<file path="config.mk">
export PLATFORM = sky130hd
export DESIGN_NAME = mode7_exp_sum
export DESIGN_NICKNAME = d
export VERILOG_FILES = /design/src/rtl/mode7_pkg.sv /design/src/rtl/mode7_exp_sum_tree.sv /design/src/rtl/mode7_exp_sum.sv
export SDC_FILE = /design/constraint.sdc
export NUM_CORES = 1
export LEC_CHECK = 0
export ABC_AREA = 1
export CORE_ASPECT_RATIO = 1.1
export CORE_MARGIN = 1
export CORE_UTILIZATION = 60
export CTS_CLUSTER_DIAMETER = 50
export DETAILED_ROUTE_END_ITERATION = 8
export PLACE_DENSITY = 0.88
export SYNTH_ARGS = -nofsm -noshare
export SYNTH_HDL_FRONTEND = slang
export SYNTH_SLANG_ARGS = --single-unit
</file>
<file path="constraint.sdc">
create_clock -name clk -period 3.23 [get_ports clk]
set_input_delay 0.4845 -clock clk [delete_from_list [all_inputs] [get_ports clk]]
set_output_delay 0.4845 -clock clk [all_outputs]
set_load 0.1 [all_outputs]
</file>
<file path="src/rtl/mode7_pkg.sv">
// mode7_pkg -- shared definitions for the mode7 softmax datapath.
//   Default geometry of the exp-sum stage (lanes, lane width, beats per
//   row, accumulator width), the exp-sum control state encoding and a
//   helper that sizes the beat counter.
package mode7_pkg;

   localparam int NUM_DEF           = 4;   // lanes per beat (four exp outputs)
   localparam int DATAWIDTH_DEF     = 16;  // unsigned Q4.12 lane
   localparam int BEATS_PER_ROW_DEF = 8;   // 32 words / 4 lanes
   localparam int ACC_WIDTH_DEF     = 24;  // Q12.12 accumulator / result

   // ACCUM : accepting beats of the current row
   // DRAIN : last beat is in the two-stage add pipeline
   // HOLD  : row_sum presented, waiting for the consumer
   typedef enum logic [1:0] {
      ACCUM = 2'd0,
      DRAIN = 2'd1,
      HOLD  = 2'd2
   } exp_sum_state_e;

   // Width of a counter holding 0..n-1, never narrower than one bit.
   function automatic int cnt_width(input int n);
      return (n <= 2) ? 1 : $clog2(n);
   endfunction

endpackage

</file>
<file path="src/rtl/mode7_exp_sum_tree.sv">
// exp_sum_tree -- combinational four-lane adder.
//   i_l0..i_l3 : DATAWIDTH-bit unsigned lane values
//   o_sum      : OUT_W-bit zero-extended sum (DATAWIDTH+2 for four lanes,
//                wide enough that it can never carry out)
module exp_sum_tree #(
   parameter int DATAWIDTH = 16,
   parameter int OUT_W     = DATAWIDTH + 2
) (
   input  logic [DATAWIDTH-1:0] i_l0,
   input  logic [DATAWIDTH-1:0] i_l1,
   input  logic [DATAWIDTH-1:0] i_l2,
   input  logic [DATAWIDTH-1:0] i_l3,
   output logic [OUT_W-1:0]     o_sum
);

   logic [DATAWIDTH:0] w_s01;
   logic [DATAWIDTH:0] w_s23;

   // Balanced two-level tree keeps the combinational depth at two adders.
   assign w_s01 = {1'b0, i_l0} + {1'b0, i_l1};
   assign w_s23 = {1'b0, i_l2} + {1'b0, i_l3};
   assign o_sum = OUT_W'(w_s01) + OUT_W'(w_s23);

endmodule

</file>
<file path="src/rtl/mode7_exp_sum.sv">
// mode7_exp_sum -- per-row sum of softmax exp values.
//   Accepts BEATS_PER_ROW beats of four Q4.12 lanes, sums them into a
//   Q12.12 accumulator through a two-stage pipeline (lane tree, then
//   accumulate) and presents the row total with a valid/ready handshake.
//
//   Ports:
//     clk, reset_n   : clock (rising edge), asynchronous active-low reset
//     clear          : synchronous abort of the current row (highest priority)
//     inp0..inp3     : lane values, in_valid qualifies them
//     in_ready       : high only while accumulating a row
//     row_sum        : row total, valid while out_valid
//     out_valid      : row_sum held until out_ready
//     out_ready      : consumer accepts row_sum
//     overflow       : the held row carried out of ACC_WIDTH
//
//   Build option: define EXP_SUM_SATURATE_EN to clamp the accumulator at
//   all-ones on carry-out; otherwise it wraps modulo 2^ACC_WIDTH. overflow
//   is set on carry-out in both builds.
module mode7_exp_sum
   import mode7_pkg::*;
#(
   parameter int NUM           = NUM_DEF,
   parameter int DATAWIDTH     = DATAWIDTH_DEF,
   parameter int BEATS_PER_ROW = BEATS_PER_ROW_DEF,
   parameter int ACC_WIDTH     = ACC_WIDTH_DEF
) (
   input  logic                 clk,
   input  logic                 reset_n,
   input  logic                 clear,
   input  logic [DATAWIDTH-1:0] inp0,
   input  logic [DATAWIDTH-1:0] inp1,
   input  logic [DATAWIDTH-1:0] inp2,
   input  logic [DATAWIDTH-1:0] inp3,
   input  logic                 in_valid,
   output logic                 in_ready,
   output logic [ACC_WIDTH-1:0] row_sum,
   output logic                 out_valid,
   input  logic                 out_ready,
   output logic                 overflow
);

   localparam int TREE_W = DATAWIDTH + $clog2(NUM);
   localparam int CNT_W  = cnt_width(BEATS_PER_ROW);
   localparam logic [CNT_W-1:0] LAST_BEAT = CNT_W'(BEATS_PER_ROW - 1);

   exp_sum_state_e       r_state;
   exp_sum_state_e       w_next;
   logic [CNT_W-1:0]     r_cnt;
   logic [TREE_W-1:0]    r_beat_sum;
   logic                 r_bs_vld;
   logic [ACC_WIDTH-1:0] r_acc;
   logic                 r_acc_ovf;
   logic [ACC_WIDTH-1:0] r_row_sum;
   logic                 r_out_valid;
   logic                 r_overflow;

   logic [TREE_W-1:0]    w_tree_sum;
   logic [ACC_WIDTH:0]   w_sum_ext;
   logic                 w_carry;
   logic [ACC_WIDTH-1:0] w_acc_next;
   logic                 w_accept;
   logic                 w_last;
   logic                 w_release;

   exp_sum_tree #(
      .DATAWIDTH (DATAWIDTH),
      .OUT_W     (TREE_W)
   ) u_tree (
      .i_l0  (inp0),
      .i_l1  (inp1),
      .i_l2  (inp2),
      .i_l3  (inp3),
      .o_sum (w_tree_sum)
   );

   assign in_ready  = (r_state == ACCUM);
   // clear wins over a beat offered in the same cycle.
   assign w_accept  = in_valid && in_ready && !clear;
   assign w_last    = w_accept && (r_cnt == LAST_BEAT);
   // Leave HOLD only once the result has actually been presented.
   assign w_release = (r_state == HOLD) && r_out_valid && out_ready;

   // One extra bit captures the carry used for overflow / saturation.
   assign w_sum_ext = {1'b0, r_acc} + (ACC_WIDTH+1)'(r_beat_sum);
   assign w_carry   = w_sum_ext[ACC_WIDTH];

`ifdef EXP_SUM_SATURATE_EN
   assign w_acc_next = w_carry ? '1 : w_sum_ext[ACC_WIDTH-1:0];
`else
   assign w_acc_next = w_sum_ext[ACC_WIDTH-1:0];
`endif

   always_comb begin
      w_next = r_state;
      if (clear) begin
         w_next = ACCUM;
      end else begin
         case (r_state)
            ACCUM:   if (w_last)    w_next = DRAIN;
            DRAIN:                  w_next = HOLD;
            HOLD:    if (w_release) w_next = ACCUM;
            default:                w_next = ACCUM;
         endcase
      end
   end

   always_ff @(posedge clk or negedge reset_n) begin
      if (!reset_n) r_state <= ACCUM;
      else          r_state <= w_next;
   end

   // Beat counter: 0-based, wraps to 0 after the last beat of a row.
   always_ff @(posedge clk or negedge reset_n) begin
      if (!reset_n) begin
         r_cnt <= '0;
      end else if (clear || w_release) begin
         r_cnt <= '0;
      end else if (w_accept) begin
         r_cnt <= w_last ? '0 : r_cnt + CNT_W'(1);
      end
   end

   // Stage 1: registered lane sum of the accepted beat.
   always_ff @(posedge clk or negedge reset_n) begin
      if (!reset_n) begin
         r_beat_sum <= '0;
         r_bs_vld   <= 1'b0;
      end else if (clear) begin
         r_beat_sum <= '0;
         r_bs_vld   <= 1'b0;
      end else begin
         r_bs_vld <= w_accept;
         if (w_accept) r_beat_sum <= w_tree_sum;
      end
   end

   // Stage 2: accumulate; overflow is sticky for the row.
   always_ff @(posedge clk or negedge reset_n) begin
      if (!reset_n) begin
         r_acc     <= '0;
         r_acc_ovf <= 1'b0;
      end else if (clear || w_release) begin
         r_acc     <= '0;
         r_acc_ovf <= 1'b0;
      end else if (r_bs_vld) begin
         r_acc     <= w_acc_next;
         r_acc_ovf <= r_acc_ovf || w_carry;
      end
   end

   // Result register: loaded on the first HOLD cycle, when the last beat
   // has been folded into the accumulator.
   always_ff @(posedge clk or negedge reset_n) begin
      if (!reset_n) begin
         r_row_sum   <= '0;
         r_out_valid <= 1'b0;
         r_overflow  <= 1'b0;
      end else if (clear || w_release) begin
         r_out_valid <= 1'b0;
         r_overflow  <= 1'b0;
      end else if ((r_state == HOLD) && !r_out_valid) begin
         r_row_sum   <= r_acc;
         r_out_valid <= 1'b1;
         r_overflow  <= r_acc_ovf;
      end
   end

   assign row_sum   = r_row_sum;
   assign out_valid = r_out_valid;
   assign overflow  = r_overflow;

endmodule

</file>
Word-level counts from Yosys, hierarchy flattened
Cells that the tools add are included.
{"block": "classes", "addsub": 5, "mul": 0, "div": 0, "n_lt_le_gt_ge": 0, "eq_ne": 5, "shift": 0, "mux": 18, "bitwise": 1, "n_reduce_logical": 17}
{"cell": "2-to-1 mux 24 bit", "count": 2}
{"cell": "2-to-1 mux 18 bit", "count": 2}
{"cell": "adder 16 x 16 -> 17 bit", "count": 2}
{"cell": "adder 24 x 18 -> 25 bit", "count": 1}
{"cell": "adder 17 x 17 -> 18 bit", "count": 1}
{"cell": "2-to-1 mux 3 bit", "count": 3}
{"cell": "nonzero test 2 bit", "count": 4}
{"cell": "2-to-1 mux 1 bit", "count": 7}
{"cell": "logical AND 1 bit", "count": 6}
{"cell": "2-to-1 mux 2 bit", "count": 3}
{"cell": "case mux 2 bit (3 select lines)", "count": 1}
{"cell": "AND reduction 2 bit", "count": 2}
{"cell": "adder 3 x 1 -> 3 bit (second input constant)", "count": 1}
{"cell": "== test 3 bit (second input constant)", "count": 1}
{"cell": "!= test 3 x 2 -> 1 bit (second input constant)", "count": 1}
{"cell": "!= test 3 bit (second input constant)", "count": 1}
{"cell": "== test 2 x 1 -> 1 bit (second input constant)", "count": 1}
{"cell": "== test 2 bit (second input constant)", "count": 1}
{"cell": "zero test 1 bit", "count": 2}
{"cell": "zero test 2 bit", "count": 1}
{"cell": "logical OR 1 bit", "count": 2}
{"cell": "inverter 1 bit", "count": 1}
{"block": "totals", "regBits": 75, "latch_bits": 0, "ramBits": 0, "rom_bits": 0, "in_bits": 69, "out_inout_bits": 27, "wordCells": 55, "mem_count": 0}

Depth between registers and ports, before layout
{"block": "depth", "depth_word": 7, "mapped_depth": 17, "depth_no_buf": 17}

Modules after synthesis
From an unflattened synthesis, not the netlist that was laid out.
{"block": "unflattened", "hier_cells": 876, "hier_area_um2": 6236.0}
{"module": "mode7_exp_sum", "instances": 1, "cells_per_inst": 568, "area_each_um2": 4294.1, "seq_area_each_um2": 1876.8}
{"module": "exp_sum_tree", "instances": 1, "cells_per_inst": 308, "area_each_um2": 1941.9, "seq_area_each_um2": 0.0}

Worst setup path after synthesis
No wires, ideal clock.
{"block": "synth_timing", "path_kind": "input to register", "start": "input port inp0[1]", "end": "register r_beat_sum[15]", "setup_time_ps": 117, "t_arrival_ps": 2812, "required_ps": 3113, "setup_slack_ps": 301, "cell_stages": 16, "path_cell_list": "inv_1 fa_1 fa_1 inv_1 ha_1 inv_1 fa_1 nand3b_1 nand2_1 nand2_1 nand2_1 nand3_1 nand2_1 nand2_1 nand3_1 nand2_1"}
{"block": "synth_via", "elab_chain_cells": 4}
{"element": "start, declared", "line_no": "mode7_exp_sum.sv:30", "text": "input logic [DATAWIDTH-1:0] inp0,"}
{"element": "adder 16 x 16 -> 17 bit", "line_no": "mode7_exp_sum_tree.sv:20", "text": "assign w_s01 = {1'b0, i_l0} + {1'b0, i_l1};"}
{"element": "adder 17 x 17 -> 18 bit", "line_no": "mode7_exp_sum_tree.sv:22", "text": "assign o_sum = OUT_W'(w_s01) + OUT_W'(w_s23);"}
{"element": "2-to-1 mux 18 bit", "line_no": "mode7_exp_sum.sv:133", "text": "if (w_accept) r_beat_sum <= w_tree_sum;"}
{"element": "2-to-1 mux 18 bit", "line_no": "mode7_exp_sum.sv:128", "text": "end else if (clear) begin"}
{"element": "end signal, assigned", "line_no": "mode7_exp_sum.sv:133"}
{"element": "end, declared", "line_no": "mode7_exp_sum.sv:49", "text": "logic [TREE_W-1:0] r_beat_sum;"}
Every way passes these cells. The select of a mux whose other input is x is not followed.
A chain may end at the register's enable or synchronous reset.

Worst setup path in the final report
{"block": "layout_timing", "start": "input port inp0[6]", "end": "register r_beat_sum[17]"}
The elaborated chain is that of the path after synthesis.

==> results.md <==
Logic synthesis:
- Counting flops and latches in the post-synthesis netlist gives 75.
- The cell area that synthesis handed to floorplanning was 6193 µm².
- In this run, distinct cell masters in the synthesized netlist total 41.
- The number of nets handed over by synthesis was 967.
- The sequential cell area fraction in the yosys report is 0.3030.
- During synthesis, Yosys emitted a total of 0 warnings.
- The library cell with the largest summed area after synthesis is sky130_fd_sc_hd__dfrtp_1.
- The mean cell area of the mapped netlist is 7.480 µm².
- The top cell type's share of synthesized area is 0.3030.
- The gate count after technology mapping is 828.
- Yosys attributes the largest share of cell area to sky130_fd_sc_hd__dfrtp_1, sky130_fd_sc_hd__nand2_1, sky130_fd_sc_hd__inv_1.

Global route:
- Entering global routing, the biggest net connects 39 pins.
- The total global-route track usage is 0.2750.
- The number of global-route vias before repair is 5530.
- The overall overflow remaining after global route is 0.
- The number of antenna violations at the first check in global routing is 0.
- The first global-routing pass estimated 23480 µm of wire.

Detailed routing:
- In the routed layout, each cell is associated on average with a via count of 5.079.
- In the final routed layout, each cell accounts on average for 12.45 µm.
- The detailed-router iteration count before antenna repair is 5.
- The via count is 5434.
- The detailed-route DRC error count is 0.
- The count of nets left with antenna violations once routing finished came out at 0.
- The wire length after detailed routing is 13330 µm.
- After the first detailed-routing iteration, the DRC count stood at 185.

Finish:
- The final non-filler cell area is 7582 µm².
- The share of post-route cells with drive strength above 1 is 0.1179.
- The finished layout holds 1070 standard cells, fillers aside.
- In the layout the commonest cells are sky130_fd_sc_hd__nand2_1, sky130_fd_sc_hd__inv_1, sky130_fd_sc_hd__dfrtp_1, sky130_fd_sc_hd__clkdlybuf4s50_1, sky130_fd_sc_hd__nor2_1.
- The number of fill cells is 767.
- The diode insertion count for antenna repair is 0.
- Compared with the post-synthesis result, the final layout area differs by 22.42%.
- The count of nets after finishing is 1084.
- The most common library cell in the layout ignoring fill and taps is sky130_fd_sc_hd__nand2_1.

Timing:
- The clock arrives with 0.01341 ns of skew.
- The final-report hold violation count was 0.
- The transition time at the pin with the least slew margin is 0.9578 ns.
- The number of setup violations in the final report is 0.
- The max-slew violation count is 0.
- Setup repair after global routing left no endpoint under its margin.
- The maximum clock rate is 329.8 MHz.
- Setup total negative slack on the finished layout was measured at 0 ns.
- In the finished design, the share of the clock period the worst path needs comes to 0.9387.
- The minimum hold slack is 0.2015 ns.
- The routed design could run at a clock period as short as 3.032 ns.
- The relative slew slack is 0.3595.

Power:
- The analysis attributes to cell leakage a power of 4.208 nW.
- The worst ir drop on vdd is 0.2025 mV.
- The power density relative to cell area is 431.9 nW/µm².
- The total design power is 3.275 mW.

Run status:
- The flow ran to the end, and the final reports show no timing, DRC or antenna violations.

Floorplanning:
- The number of top-level design ports is 96.
- For this configuration, the core starts out at a cell density of 0.6233.
- The number of standard-cell rows in the floorplan is 38.
- The die covers 10730 µm².
- In this run the horizontal extent of the chip is 98.87 µm.
- Measured along the y axis, the die boundary spans 108.6 µm.
- The area of the core region is 9937 µm².

Clocking:
- Clock latency on the worst-skew pair, taken at its later pin, is 0.37 ns.
- The post-CTS setup repair buffer count is 0.
- The CTS sink count is 75.
- The clock-pin transition on the worst setup and hold timing paths is 0.09 ns.
- The number of buffers inserted during clock tree synthesis is 9.
- The root buffer cell chosen for the clock tree is sky130_fd_sc_hd__clkbuf_8.
- The maximum buffer depth of the clock tree is 2.
- TritonCTS built the clock tree.
- In this run the number of H-tree levels came out at 3.

Placement:
- The number of instances in the placed design is 1054.
- The final estimated routing congestion in global placement is 0.9401.
- Once detailed placement completed, the half-perimeter wirelength came to 10720 µm.
- The post-detailed-placement cell area is 7326 µm².
- The count of port buffers added during placement is 95.

Worst setup path:
- The worst setup path is captured at a register.
- The worst setup path is launched from an input pin.
- The data arrival time at the worst-slack endpoint is 3.29 ns.
- The path type of the worst setup path is input pin to register.
- STA puts the critical path data required time at 3.49 ns.
- Along the worst path, the maximum fanout reaches 3.

Flow run:
- The number of violations of the max-capacitance limit is 0.

Hold path:
- The tightest min-delay check is of the input pin to async pin type.
power breakdown:
group	leakage (nW)	total [mW]	internal, mW	switching (mW)
logic	3.07	1.38	0.600	0.778
clock network	0.108	0.816	0.455	0.361
registers	1.03	1.08	1.01	0.0657
total	4.21	3.27	2.07	1.20
critical path, cell delays in order:
cell	delay (ns)
sky130_fd_sc_hd__clkdlybuf4s50_1	0.46
sky130_fd_sc_hd__inv_1	0.06
sky130_fd_sc_hd__fa_1	0.49
sky130_fd_sc_hd__fa_1	0.51
sky130_fd_sc_hd__inv_1	0.04
sky130_fd_sc_hd__ha_1	0.31
sky130_fd_sc_hd__a21oi_1	0.33
sky130_fd_sc_hd__o21a_1	0.16
sky130_fd_sc_hd__nand2_1	0.06
sky130_fd_sc_hd__nand2_1	0.10
sky130_fd_sc_hd__nand2_1	0.08
sky130_fd_sc_hd__nand2_1	0.07
sky130_fd_sc_hd__nand2_1	0.05
sky130_fd_sc_hd__nand2_1	0.05
sky130_fd_sc_hd__nand2_1	0.05
sequential cells by signal (all words and copies together) (netlist names):
name        flops
r_cnt           3
r_acc_ovf       1
r_bs_vld        1
row_sum        24
out_valid       1
r_beat_sum     18
overflow        1
r_acc          24
r_state         2
cell usage after synthesis (all sizes together):
| cell | instances |
|---|---|
| nand3b | 8 |
| clkbuf | 2 |
| nor2 | 62 |
| fa | 33 |
| and2 | 5 |
| and3 | 1 |
| a21o | 2 |
| xor2 | 2 |
| xnor2 | 6 |
| o21ai | 40 |
| o22ai | 8 |
| ha | 37 |
| nor3b | 1 |
| a22o | 2 |
| nand3 | 48 |
| o21a | 1 |
| or2 | 1 |
| inv | 181 |
| dfrtp | 75 |
| clkinv | 1 |
| nand4 | 1 |
| buf | 8 |
| mux2 | 10 |
| a21oi | 39 |
| nand2 | 248 |
| nor3 | 4 |
| o21bai | 1 |
| a211oi | 1 |
worst paths after layout:
path,start,to,slack [ns],cells after the start
min in group clk,r_acc_ovf$_DFFE_PN0P_,r_acc_ovf$_DFFE_PN0P_,0.48,2
hold reg to reg,r_acc_ovf$_DFFE_PN0P_,r_acc_ovf$_DFFE_PN0P_,0.48,2
setup / recovery,inp0[6],r_beat_sum[17]$_DFFE_PN0P_,0.20,15
setup reg to reg,r_beat_sum[0]$_DFFE_PN0P_,r_acc[22]$_DFFE_PN0P_,1.16,11
max in group asynchronous,reset_n,r_beat_sum[15]$_DFFE_PN0P_,2.35,2
hold / removal,reset_n,row_sum[3]$_DFFE_PN0P_,0.20,1
cells by family (layout without fill, tap and decap cells):
| group | after synthesis | count (layout) | synth area share |
|---|---|---|---|
| AO/OA/AOI/OAI | 94 | 94 | 0.09131 |
| flip-flops | 75 | 75 | 0.3030 |
| AND/OR/NAND/NOR | 379 | 379 | 0.2634 |
| adder cells (fa/ha/maj) | 70 | 70 | 0.1814 |
| XOR/XNOR | 8 | 8 | 0.01131 |
| buffers and inverters | 192 | 314 | 0.1253 |
| multiplexers | 10 | 10 | 0.02424 |
stage by stage:
stage	setup WS [ns]	utilization
6_report	0.1979	0.7630
5_1_grt	0.002933	0.7630
4_1_cts	0.02937	0.7603
3_5_place_dp	-0.3728	0.7372
3_3_place_gp	-0.2642	0.7372
2_1_floorplan	0.3007	-
timing repair:
action | 4_1_cts | 5_1_grt
gates resized for setup | 1 | 12
setup endpoints to repair | 1 | 6
hold buffers | 0 | 0
pin swaps | 0 | 8
endpoints found under the hold margin | 0 | 0
routing by layer:
metal,share of wire,GRT usage,vias to the layer above
li1,-,-,2771
met1,0.42,0.3163,2488
met2,0.51,0.5040,144
met3,0.041,0.03749,31
met4,0.026,0.1343,0
met5,0,0,-
cell type report:
| cell class | instances | area (µm²) | area share |
|---|---|---|---|
| clock buffers | 10 | 137.6 | 0.01815 |
| clock inverters | 6 | 88.84 | 0.01172 |
| inverters | 182 | 689.4 | 0.09092 |
| multi-input cells | 561 | 3563 | 0.4700 |
| flip-flops and latches | 75 | 1877 | 0.2475 |
| well taps | 120 | 150.1 | 0.01980 |
| repair buffers | 116 | 1076 | 0.1419 |
No activity file was read; power rests on OpenSTA's default activity.
